--- config.mk ---
export PLATFORM = sky130hd
export DESIGN_NAME = ahb_nn_master
export DESIGN_NICKNAME = d
export VERILOG_FILES = /design/src/rtl/ahb_nn_master.sv
export SDC_FILE = /design/constraint.sdc
export NUM_CORES = 1
export LEC_CHECK = 0
export BUFFER_PORTS_ARGS = -buffer_cell sky130_fd_sc_hd__buf_2
export CORE_ASPECT_RATIO = 0.75
export CORE_MARGIN = 4
export CORE_UTILIZATION = 55
export CTS_CLUSTER_DIAMETER = 150
export DETAILED_ROUTE_END_ITERATION = 7
export PLACE_DENSITY = 0.87
export SYNTH_ARGS = -nofsm -noshare
export SYNTH_HDL_FRONTEND = slang
export SYNTH_SLANG_ARGS = --single-unit
--- constraint.sdc ---
create_clock -name HCLK -period 3.8 [get_ports HCLK]
set_input_delay 0.19 -clock HCLK [delete_from_list [all_inputs] [get_ports HCLK]]
set_output_delay 0.19 -clock HCLK [all_outputs]
set_load 0.02 [all_outputs]
--- src/rtl/ahb_nn_master.sv ---
// AHB-lite single-beat master front-end for one NN node.
// Commands from the NN core are queued in a small FIFO. Each command becomes
// one NONSEQ 32-bit SINGLE transfer on the fabric, and its completion status
// comes back as a one-cycle response pulse, strictly in command order.
//
// Handshake (command port): a command transfers on every rising HCLK edge
// where cmd_valid && cmd_ready. cmd_ready depends only on the FIFO count, so
// it never depends combinationally on cmd_valid. The response port has no
// back-pressure: rsp_valid is a single-cycle pulse, and rsp_rdata/rsp_err are
// meaningful only while rsp_valid is high.
module ahb_nn_master #(
  parameter int FIFO_DEPTH = 4,
  parameter int TIMEOUT    = 255
) (
  input  logic        HCLK,
  input  logic        HRESET,
  input  logic        cmd_valid,
  output logic        cmd_ready,
  input  logic        cmd_write,
  input  logic [31:0] cmd_addr,
  input  logic [31:0] cmd_wdata,
  output logic        rsp_valid,
  output logic [31:0] rsp_rdata,
  output logic        rsp_err,
  output logic        mHBUSREQ,
  input  logic        mHGRANT,
  input  logic        mHREADYin,
  input  logic [1:0]  mHRESP,
  input  logic [31:0] mHRDATA,
  output logic [31:0] mHADDR,
  output logic [1:0]  mHTRANS,
  output logic        mHWRITE,
  output logic [31:0] mHWDATA,
  output logic [2:0]  mHSIZE,
  output logic [2:0]  mHBURST,
  output logic [3:0]  mHPROT,
  output logic [1:0]  dbg_state
);

  localparam int AW = $clog2(FIFO_DEPTH);
  localparam int CW = AW + 1;
  localparam int TW = $clog2(TIMEOUT + 1);

  localparam logic [1:0] HTRANS_IDLE   = 2'b00;
  localparam logic [1:0] HTRANS_NONSEQ = 2'b10;
  localparam logic [1:0] HRESP_ERROR   = 2'b01;

  typedef enum logic [1:0] {
    IDLE = 2'd0,
    REQ  = 2'd1,
    ADDR = 2'd2,
    DATA = 2'd3
  } state_t;

  state_t state, state_nxt;

  // Command FIFO storage and bookkeeping.
  logic [31:0]   fifo_addr  [FIFO_DEPTH];
  logic [31:0]   fifo_wdata [FIFO_DEPTH];
  logic          fifo_write [FIFO_DEPTH];
  logic [AW-1:0] wr_ptr;
  logic [AW-1:0] rd_ptr;
  logic [CW-1:0] count;
  logic          push;
  logic          pop;

  logic [31:0]   head_addr;
  logic [31:0]   head_wdata;
  logic          head_write;

  // Data-phase supervision.
  logic [TW-1:0] tcnt;
  logic          resp_is_err;
  logic          timeout_hit;
  logic          done;
  logic          xfer_err;

  // Bus values held between transfers.
  logic [31:0]   haddr_q;
  logic          hwrite_q;
  logic [31:0]   hwdata_q;

  assign cmd_ready  = (count != CW'(FIFO_DEPTH));
  assign push       = cmd_valid && cmd_ready;
  assign pop        = done;

  assign head_addr  = fifo_addr[rd_ptr];
  assign head_wdata = fifo_wdata[rd_ptr];
  assign head_write = fifo_write[rd_ptr];

  assign mHSIZE     = 3'b010;
  assign mHBURST    = 3'b000;
  assign mHPROT     = 4'b0011;
  assign dbg_state  = state;

  // FIFO payload storage; no reset needed, the count gates every use.
  always_ff @(posedge HCLK) begin
    if (push) begin
      fifo_addr[wr_ptr]  <= cmd_addr;
      fifo_wdata[wr_ptr] <= cmd_wdata;
      fifo_write[wr_ptr] <= cmd_write;
    end
  end

  // FIFO pointers and occupancy; a refused push never touches them.
  always_ff @(posedge HCLK or posedge HRESET) begin
    if (HRESET) begin
      wr_ptr <= '0;
      rd_ptr <= '0;
      count  <= '0;
    end else begin
      if (push) wr_ptr <= wr_ptr + AW'(1);
      if (pop)  rd_ptr <= rd_ptr + AW'(1);
      case ({push, pop})
        2'b10:   count <= count + CW'(1);
        2'b01:   count <= count - CW'(1);
        default: count <= count;
      endcase
    end
  end

  // Transfer completion decode in the data phase: ready, error response
  // (either cycle of the two-cycle ERROR) or wait-state timeout.
  always_comb begin
    resp_is_err = (mHRESP == HRESP_ERROR);
    timeout_hit = !mHREADYin && (tcnt == TW'(TIMEOUT - 1));
    done        = 1'b0;
    xfer_err    = 1'b0;
    if (state == DATA) begin
      done     = mHREADYin || resp_is_err || timeout_hit;
      xfer_err = resp_is_err || timeout_hit;
    end
  end

  // Wait-state counter; cleared in the address phase so it starts at 0 in DATA.
  always_ff @(posedge HCLK or posedge HRESET) begin
    if (HRESET) begin
      tcnt <= '0;
    end else if (state == ADDR) begin
      tcnt <= '0;
    end else if ((state == DATA) && !mHREADYin && !done) begin
      tcnt <= tcnt + TW'(1);
    end
  end

  // FSM state register.
  always_ff @(posedge HCLK or posedge HRESET) begin
    if (HRESET) begin
      state <= IDLE;
    end else begin
      state <= state_nxt;
    end
  end

  // FSM next-state logic.
  always_comb begin
    state_nxt = state;
    case (state)
      IDLE: begin
        if ((count != '0) || push) state_nxt = REQ;
      end
      REQ: begin
        // Grant without ready, or a grant that drops, keeps us requesting.
        if (mHGRANT && mHREADYin) state_nxt = ADDR;
      end
      ADDR: begin
        state_nxt = DATA;
      end
      DATA: begin
        if (done) begin
          if (timeout_hit) begin
            state_nxt = IDLE;
          end else if ((count > CW'(1)) || push) begin
            state_nxt = REQ;
          end else begin
            state_nxt = IDLE;
          end
        end
      end
      default: state_nxt = IDLE;
    endcase
  end

  // FSM outputs: address phase driven from the FIFO head, held afterwards.
  always_comb begin
    mHBUSREQ = 1'b0;
    mHTRANS  = HTRANS_IDLE;
    mHADDR   = haddr_q;
    mHWRITE  = hwrite_q;
    mHWDATA  = hwdata_q;
    case (state)
      REQ: begin
        mHBUSREQ = 1'b1;
      end
      ADDR: begin
        mHBUSREQ = 1'b1;
        mHTRANS  = HTRANS_NONSEQ;
        mHADDR   = head_addr & 32'hFFFF_FFFC;
        mHWRITE  = head_write;
      end
      DATA: begin
        mHWDATA  = head_wdata;
      end
      default: begin
        mHBUSREQ = 1'b0;
      end
    endcase
  end

  // Capture the bus values so they hold outside their own phase.
  always_ff @(posedge HCLK or posedge HRESET) begin
    if (HRESET) begin
      haddr_q  <= '0;
      hwrite_q <= 1'b0;
      hwdata_q <= '0;
    end else begin
      if (state == ADDR) begin
        haddr_q  <= head_addr & 32'hFFFF_FFFC;
        hwrite_q <= head_write;
      end
      if (state == DATA) begin
        hwdata_q <= head_wdata;
      end
    end
  end

  // Response register: one pulse per completed transfer, data only for OKAY reads.
  always_ff @(posedge HCLK or posedge HRESET) begin
    if (HRESET) begin
      rsp_valid <= 1'b0;
      rsp_err   <= 1'b0;
      rsp_rdata <= '0;
    end else begin
      rsp_valid <= done;
      if (done) begin
        rsp_err   <= xfer_err;
        rsp_rdata <= (!xfer_err && !head_write) ? mHRDATA : 32'h0;
      end
    end
  end

endmodule
After elaboration in Yosys (flattened, before gate mapping)
Memory sizes are Yosys's and may differ from the RTL's.
Cells that the tools add are included.
W data, S select, Z words.
{ "totals": {"latchBits": 0, "romBits": 0, "wordCells": 71, "input_bits": 104, "memories": 3, "ram_bits": 260, "output_inout_bits": 115, "reg_bits": 116} }
{ "classes": {"n_lt_le_gt_ge": 1, "eq_ne": 11, "mul": 0, "shifts": 0, "n_mux": 19, "n_div": 0, "add_sub_neg": 5, "n_reduce_logical": 21, "bitwise": 0} }
{ "memory_table": {"columns": ["memory", "depth", "width", "rd", "rd_ports_with_merged_regs", "write_ports", "line_no", "rtl"], "rows": [
  ["fifo_addr", 4, 32, 1, 0, 1, "58", "logic [31:0] fifo_addr [FIFO_DEPTH];"],
  ["fifo_wdata", 4, 32, 1, 0, 1, "59", "logic [31:0] fifo_wdata [FIFO_DEPTH];"],
  ["fifo_write", 4, 1, 1, 0, 1, "60", "logic fifo_write [FIFO_DEPTH];"]
]} }
{ "op_table": {"columns": ["cell", "count"], "rows": [
  ["$mux W32", 3],
  ["$mux W8", 2],
  ["$add A8 B1 Y8 const B", 1],
  ["$eq A8 B8 Y1 const B", 1],
  ["$mux W1", 8],
  ["$mux W2", 4],
  ["$pmux W2 S4", 1],
  ["$eq A2 B1 Y1 const B", 3],
  ["$eq A2 B2 Y1 const B", 3],
  ["$logic_and A1 B1 Y1", 6],
  ["$ne A2 B2 Y1 const B", 3],
  ["$pmux W3 S2", 1],
  ["$logic_or A1 B1 Y1", 5],
  ["$add A2 B1 Y2 const B", 2],
  ["$logic_not A1 Y1", 4],
  ["$reduce_bool A2 Y1", 2],
  ["$add A3 B1 Y3 const B", 1],
  ["$gt A3 B1 Y1 const B", 1],
  ["$ne A3 B3 Y1 const B", 1],
  ["$reduce_and A3 Y1", 1],
  ["$reduce_bool A3 Y1", 1],
  ["$sub A3 B1 Y3 const B", 1],
  ["$logic_not A2 Y1", 1],
  ["$reduce_or A2 Y1", 1]
]} }

Longest topological paths before layout
{ "logic_depth": {"word_depth": 8, "ltp_mapped": 11, "depth_no_buf": 10} }

Worst setup path after synthesis
OpenSTA, ideal clock, no wires.
{ "synth_path": {"path_type": "register to register", "startpoint": "register count[0]", "endpoint": "memory fifo_addr[1][10] (enable)", "setup_time_ns": 0.428, "t_required_ns": 3.372, "arrival_time_ns": 2.470, "path_buffers": 0, "period_less_slack_ns": 2.898, "setup_slack_ns": 0.902, "path_stages_with_launch": 5, "path_cell_list": "dfrtp_1 > inv_1 > ha_1 > nand2_1 > and3_1"} }
{ "synth_via": {"elab_chain_cells": 4} }
{ "synth_lines": {"columns": ["element", "line_no", "rtl"], "rows": [
  ["start, declared", "63", "logic [CW-1:0] count;"],
  ["start signal, assigned", "115", "2'b10: count <= count + CW'(1);"],
  ["start signal, assigned", "116", "2'b01: count <= count - CW'(1);"],
  ["start signal, assigned", "117", "default: count <= count;"],
  ["$ne A3 B3 Y1", "83", "assign cmd_ready = (count != CW'(FIFO_DEPTH));"],
  ["net cmd_ready", "18", "output logic cmd_ready,"],
  ["$logic_and A1 B1 Y1", "84", "assign push = cmd_valid && cmd_ready;"],
  ["$mux W1", "98", "if (push) begin"],
  ["$mux W1 (implied by the code)", "99", "fifo_addr[wr_ptr] <= cmd_addr;"],
  ["end, declared", "58", null]
]} }
The timed path passes the listed nets, and every way through them passes these cells.

Worst setup path after layout
{ "layout_path": {"startpoint": "register rd_ptr[0]", "endpoint": "output port mHADDR[13]"} }
{ "layout_via": {"elab_chain_cells": 2} }
{ "layout_lines": {"columns": ["element", "line_no", "rtl"], "rows": [
  ["start, declared", "62", "logic [AW-1:0] rd_ptr;"],
  ["start signal, assigned", "113", "if (pop) rd_ptr <= rd_ptr + AW'(1);"],
  ["$mem_v2 Z4 W32", null, null],
  ["$mux W32", "191", "case (state)"],
  ["end, declared", "30", "output logic [31:0] mHADDR,"]
]} }
Every way passes these cells.

==> flow_summary_export.csv <==
group,metric,value,unit
pwr,internal_power,0.00956,W
pwr,pwr-share-comb,34.9,%
timing,hold_viol,0,
setup_path,cp.arrival,2.70,ns
timing,rsz0062_at_grt,"false",
detailed_routing,drtPass1Iterations,5,
setup_path,cp_top_family,"multiplexers",
yosys,netlist_area,13900,sq um
yosys,async_flop_share,31.5,%
yosys,avgSynthCellArea,20.8,sq um
layout,nets,1112,
placement,place_area,15300,sq um
timing,clock_skew,0.00801,ns
die,die_w,191,microns
die,ios,219,
global_route,grt_pass1_vias,8354,
die,core,24900,sq um
placement,dp_cells,1197,
clock_network,holdBufCountCts,96,
timing,whs,0.172,ns
clock_network,root_buffer,"clkbuf_16",
global_route,overflow,0,
setup_path,max_stage_delay,0.70,ns
yosys,yosys.cell_types.count,40,
setup_path,worstPathMaxFanout,20,
clock_network,htree_levels,2,
clock_network,cts_tree,"yes",
detailed_routing,drt.antenna.violating_nets,0,
clock_network,clkSinkCount,368,
global_route,grt_max_degree,53,
setup_path,critPathBufInv,2,
die,rows,50,
detailed_routing,drcViolationCount,0,
timing,final_max_slew_viol_count,0,
setup_path,cp-start-kind,"flop",
placement,hpwl,17.2,mm
global_route,antenna_found_initial,1,
yosys,yosysWarnings,0,
placement,globalplace.congestion,0.742,
pwr,p_sw,0.00483,W
yosys,synth_top_area_share,54.5,%
layout,area.growth.synth_to_final,24.8,%
yosys,netlist_instances,668,
timing,relSlewSlack,30.6,%
detailed_routing,avgViaCountPerCell,5.50,
global_route,grt_usage,22.0,%
setup_path,r2r_slack,1.42,ns
worst_hold_path,hp-class,"in -> reg",
run_status,status,"finished, final reports clean",
timing,timing.setup.tns,0,ns
pwr,ir_worst_vdd,0.537,mV
timing,tightest_slew,1.04,ns
detailed_routing,vias,7470,
clock_network,clk_latency,0.49,ns
yosys,synth_seq_cells,368,
timing,period_minus_slack,2.89,ns
clock_network,clkTransAtPathRegs,0.06,ns
die,die_y,146,microns
timing,setup_viol,0,
yosys,yosys-top-cells-area,"edfxtp_1, dfrtp_1, mux4_2",
clock_network,clk_path_buf_depth,3,
yosys,synth-main-ff-cell,"edfxtp_1",
pwr,p_clk_share,23.0,%
detailed_routing,routed_wl,30.1,mm
die,initial_core_util,55.7,%
global_route,grt_pass1_wl,47.7,mm
detailed_routing,wire_per_inst,22.2,microns
setup_path,worst_path_max_delay_cell,"dfrtp_4",
clock_network,cts_made_buffers,35,
layout,fill_cells,1550,
clock_network,ctsResizeCount,0,
pwr,power.density,831,nW/um^2
setup_path,cp-end-kind,"output pin",
placement,portBuffers,205,
setup_path,worstPathCellList,"buf_4 > mux4_2 > mux2_2 > buf_2",
timing,max_freq,346,MHz
die,die_area,27900,sq um
pwr,leakage,6.73,nW
timing,period_share,76.1,%
detailed_routing,drtIter0Drc,466,
pwr,switching_share,33.6,%
layout,final_area,17300,sq um
yosys,synth.yosys.seq_area_share,75.5,%
pwr,seq_power_share,42.1,%
layout,finalNonFillerCells,1357,
run,drv_cap,0,
clock_network,post_cts_buffers,0,
setup_path,path_class,"reg -> out",
yosys,synth_edf_count,252,
layout,final_util,69.5,%
layout,drive_gt1_share,40.4,%
yosys,synth_top_area_cell,"edfxtp_1",
setup_path,crit_required,3.61,ns
-- tightest hold or removal path, stage by stage --
cell and delay [ns]:
buf_2 0.15, nand2_1 0.14, a22o_1 0.15
-- cells in the final DEF (no fill, tap or decap), types with 4 or more instances in the layout --
| master | n |
|---|---|
| mux2_2 | 64 |
| buf_2 | 205 |
| nor2_1 | 6 |
| and3_4 | 4 |
| clkinv_2 | 5 |
| dfrtp_1 | 114 |
| xnor2_1 | 6 |
| nand2_1 | 8 |
| clkinv_1 | 6 |
| nor2b_1 | 4 |
| o21ai_0 | 4 |
| a22o_1 | 33 |
| mux4_2 | 63 |
| ha_1 | 14 |
| o31ai_1 | 4 |
| conb_1 | 11 |
| dlygate4sd3_1 | 96 |
| clkbuf_1 | 11 |
| clkbuf_16 | 37 |
| buf_4 | 17 |
| or4_1 | 4 |
| a21oi_1 | 7 |
| edfxtp_1 | 252 |
| inv_1 | 12 |
-- power groups by stage --
stage	Clock [W]	Sequential [W]	Combinational [W]
6_report	0.00331	0.00606	0.00502
5_1_grt	0.00358	0.00618	0.00538
4_1_cts	0.00336	0.00605	0.00504
3_5_place_dp	0	0.00612	0.00494
3_3_place_gp	0	0.00604	0.00482
2_1_floorplan	0	0.00608	0.00337
-- path summary, 6_finish.rpt --
check / start / end / depth (start not counted)
worst max-delay path: rd_ptr[0] / mHADDR[13] / 4
worst min-delay path: mHREADYin / rsp_err / 3
worst max register to register: dbg_state[1] / rsp_rdata[24] / 6
worst min register to register: hwdata_q[6] / hwdata_q[6] / 1
max in group asynchronous: HRESET / haddr_q[8] / 4
min in group asynchronous: HRESET / rsp_rdata[15] / 3
-- kinds of logic after synthesis --
logic type	Yosys count	share of synthesized area (%)
AO/OA/AOI/OAI	57	3.23
flip-flops	368	75.5
adder cells (fa/ha/maj)	16	1.44
multiplexers	128	15.5
other	2	0.0541
XOR/XNOR	7	0.442
buffers and inverters	54	2.33
AND/OR/NAND/NOR	36	1.55
-- synthesized netlist by cell type, types with 5 or more instances --
master and instances:
edfxtp_1 252, nor2_1 6, clkbuf_1 13, mux2_2 64, buf_6 9, xnor2_1 6
inv_1 13, dfrtp_1 116, a21oi_1 7, a22o_1 33, ha_1 16, buf_2 6
buf_4 12, mux4_2 63, and3_1 5, nand2_1 8
-- metrics by stage --
| stage | setup WS [ns] | power (W) |
|---|---|---|
| final | 0.910 | 0.0144 |
| after global routing | 0.725 | 0.0151 |
| after CTS | 0.841 | 0.0145 |
| after detailed placement | 1.38 | 0.0111 |
| after global placement | 1.40 | 0.0109 |
| after floorplan | 0.538 | 0.00945 |
-- layout make-up --
class	instances	area [sq um]	area share (%)
diodes	1	2.50	0.0145
clock buffers	51	1010	5.82
clock inverters	12	77.6	0.448
inverters	13	51.3	0.296
multi-input cells	255	3140	18.1
flip-flops and latches	368	10500	60.5
well taps	338	423	2.44
repair buffers	319	2130	12.3
-- state kept, by name (all words and copies together), names as in the netlist --
name,cells
fifo_wdata,128
fifo_addr,120
haddr_q,32
hwdata_q,32
rsp_rdata,32
tcnt,8
fifo_write,4
count,3
dbg_state,2
rd_ptr,2
wr_ptr,2
hwrite_q,1
rsp_err,1
rsp_valid,1
-- per-layer routing --
| metal | track usage, % | vias to the layer above | wire length [microns] |
|---|---|---|---|
| li1 | - | 3278 | - |
| met3 | 4.84 | 55 | 1850 |
| met1 | 29.0 | 3872 | 12000 |
| met5 | 0 | - | 0 |
| met2 | 38.0 | 265 | 15600 |
| met4 | 5.28 | 0 | 694 |
Note: power is estimated with default switching activity, not from simulation.
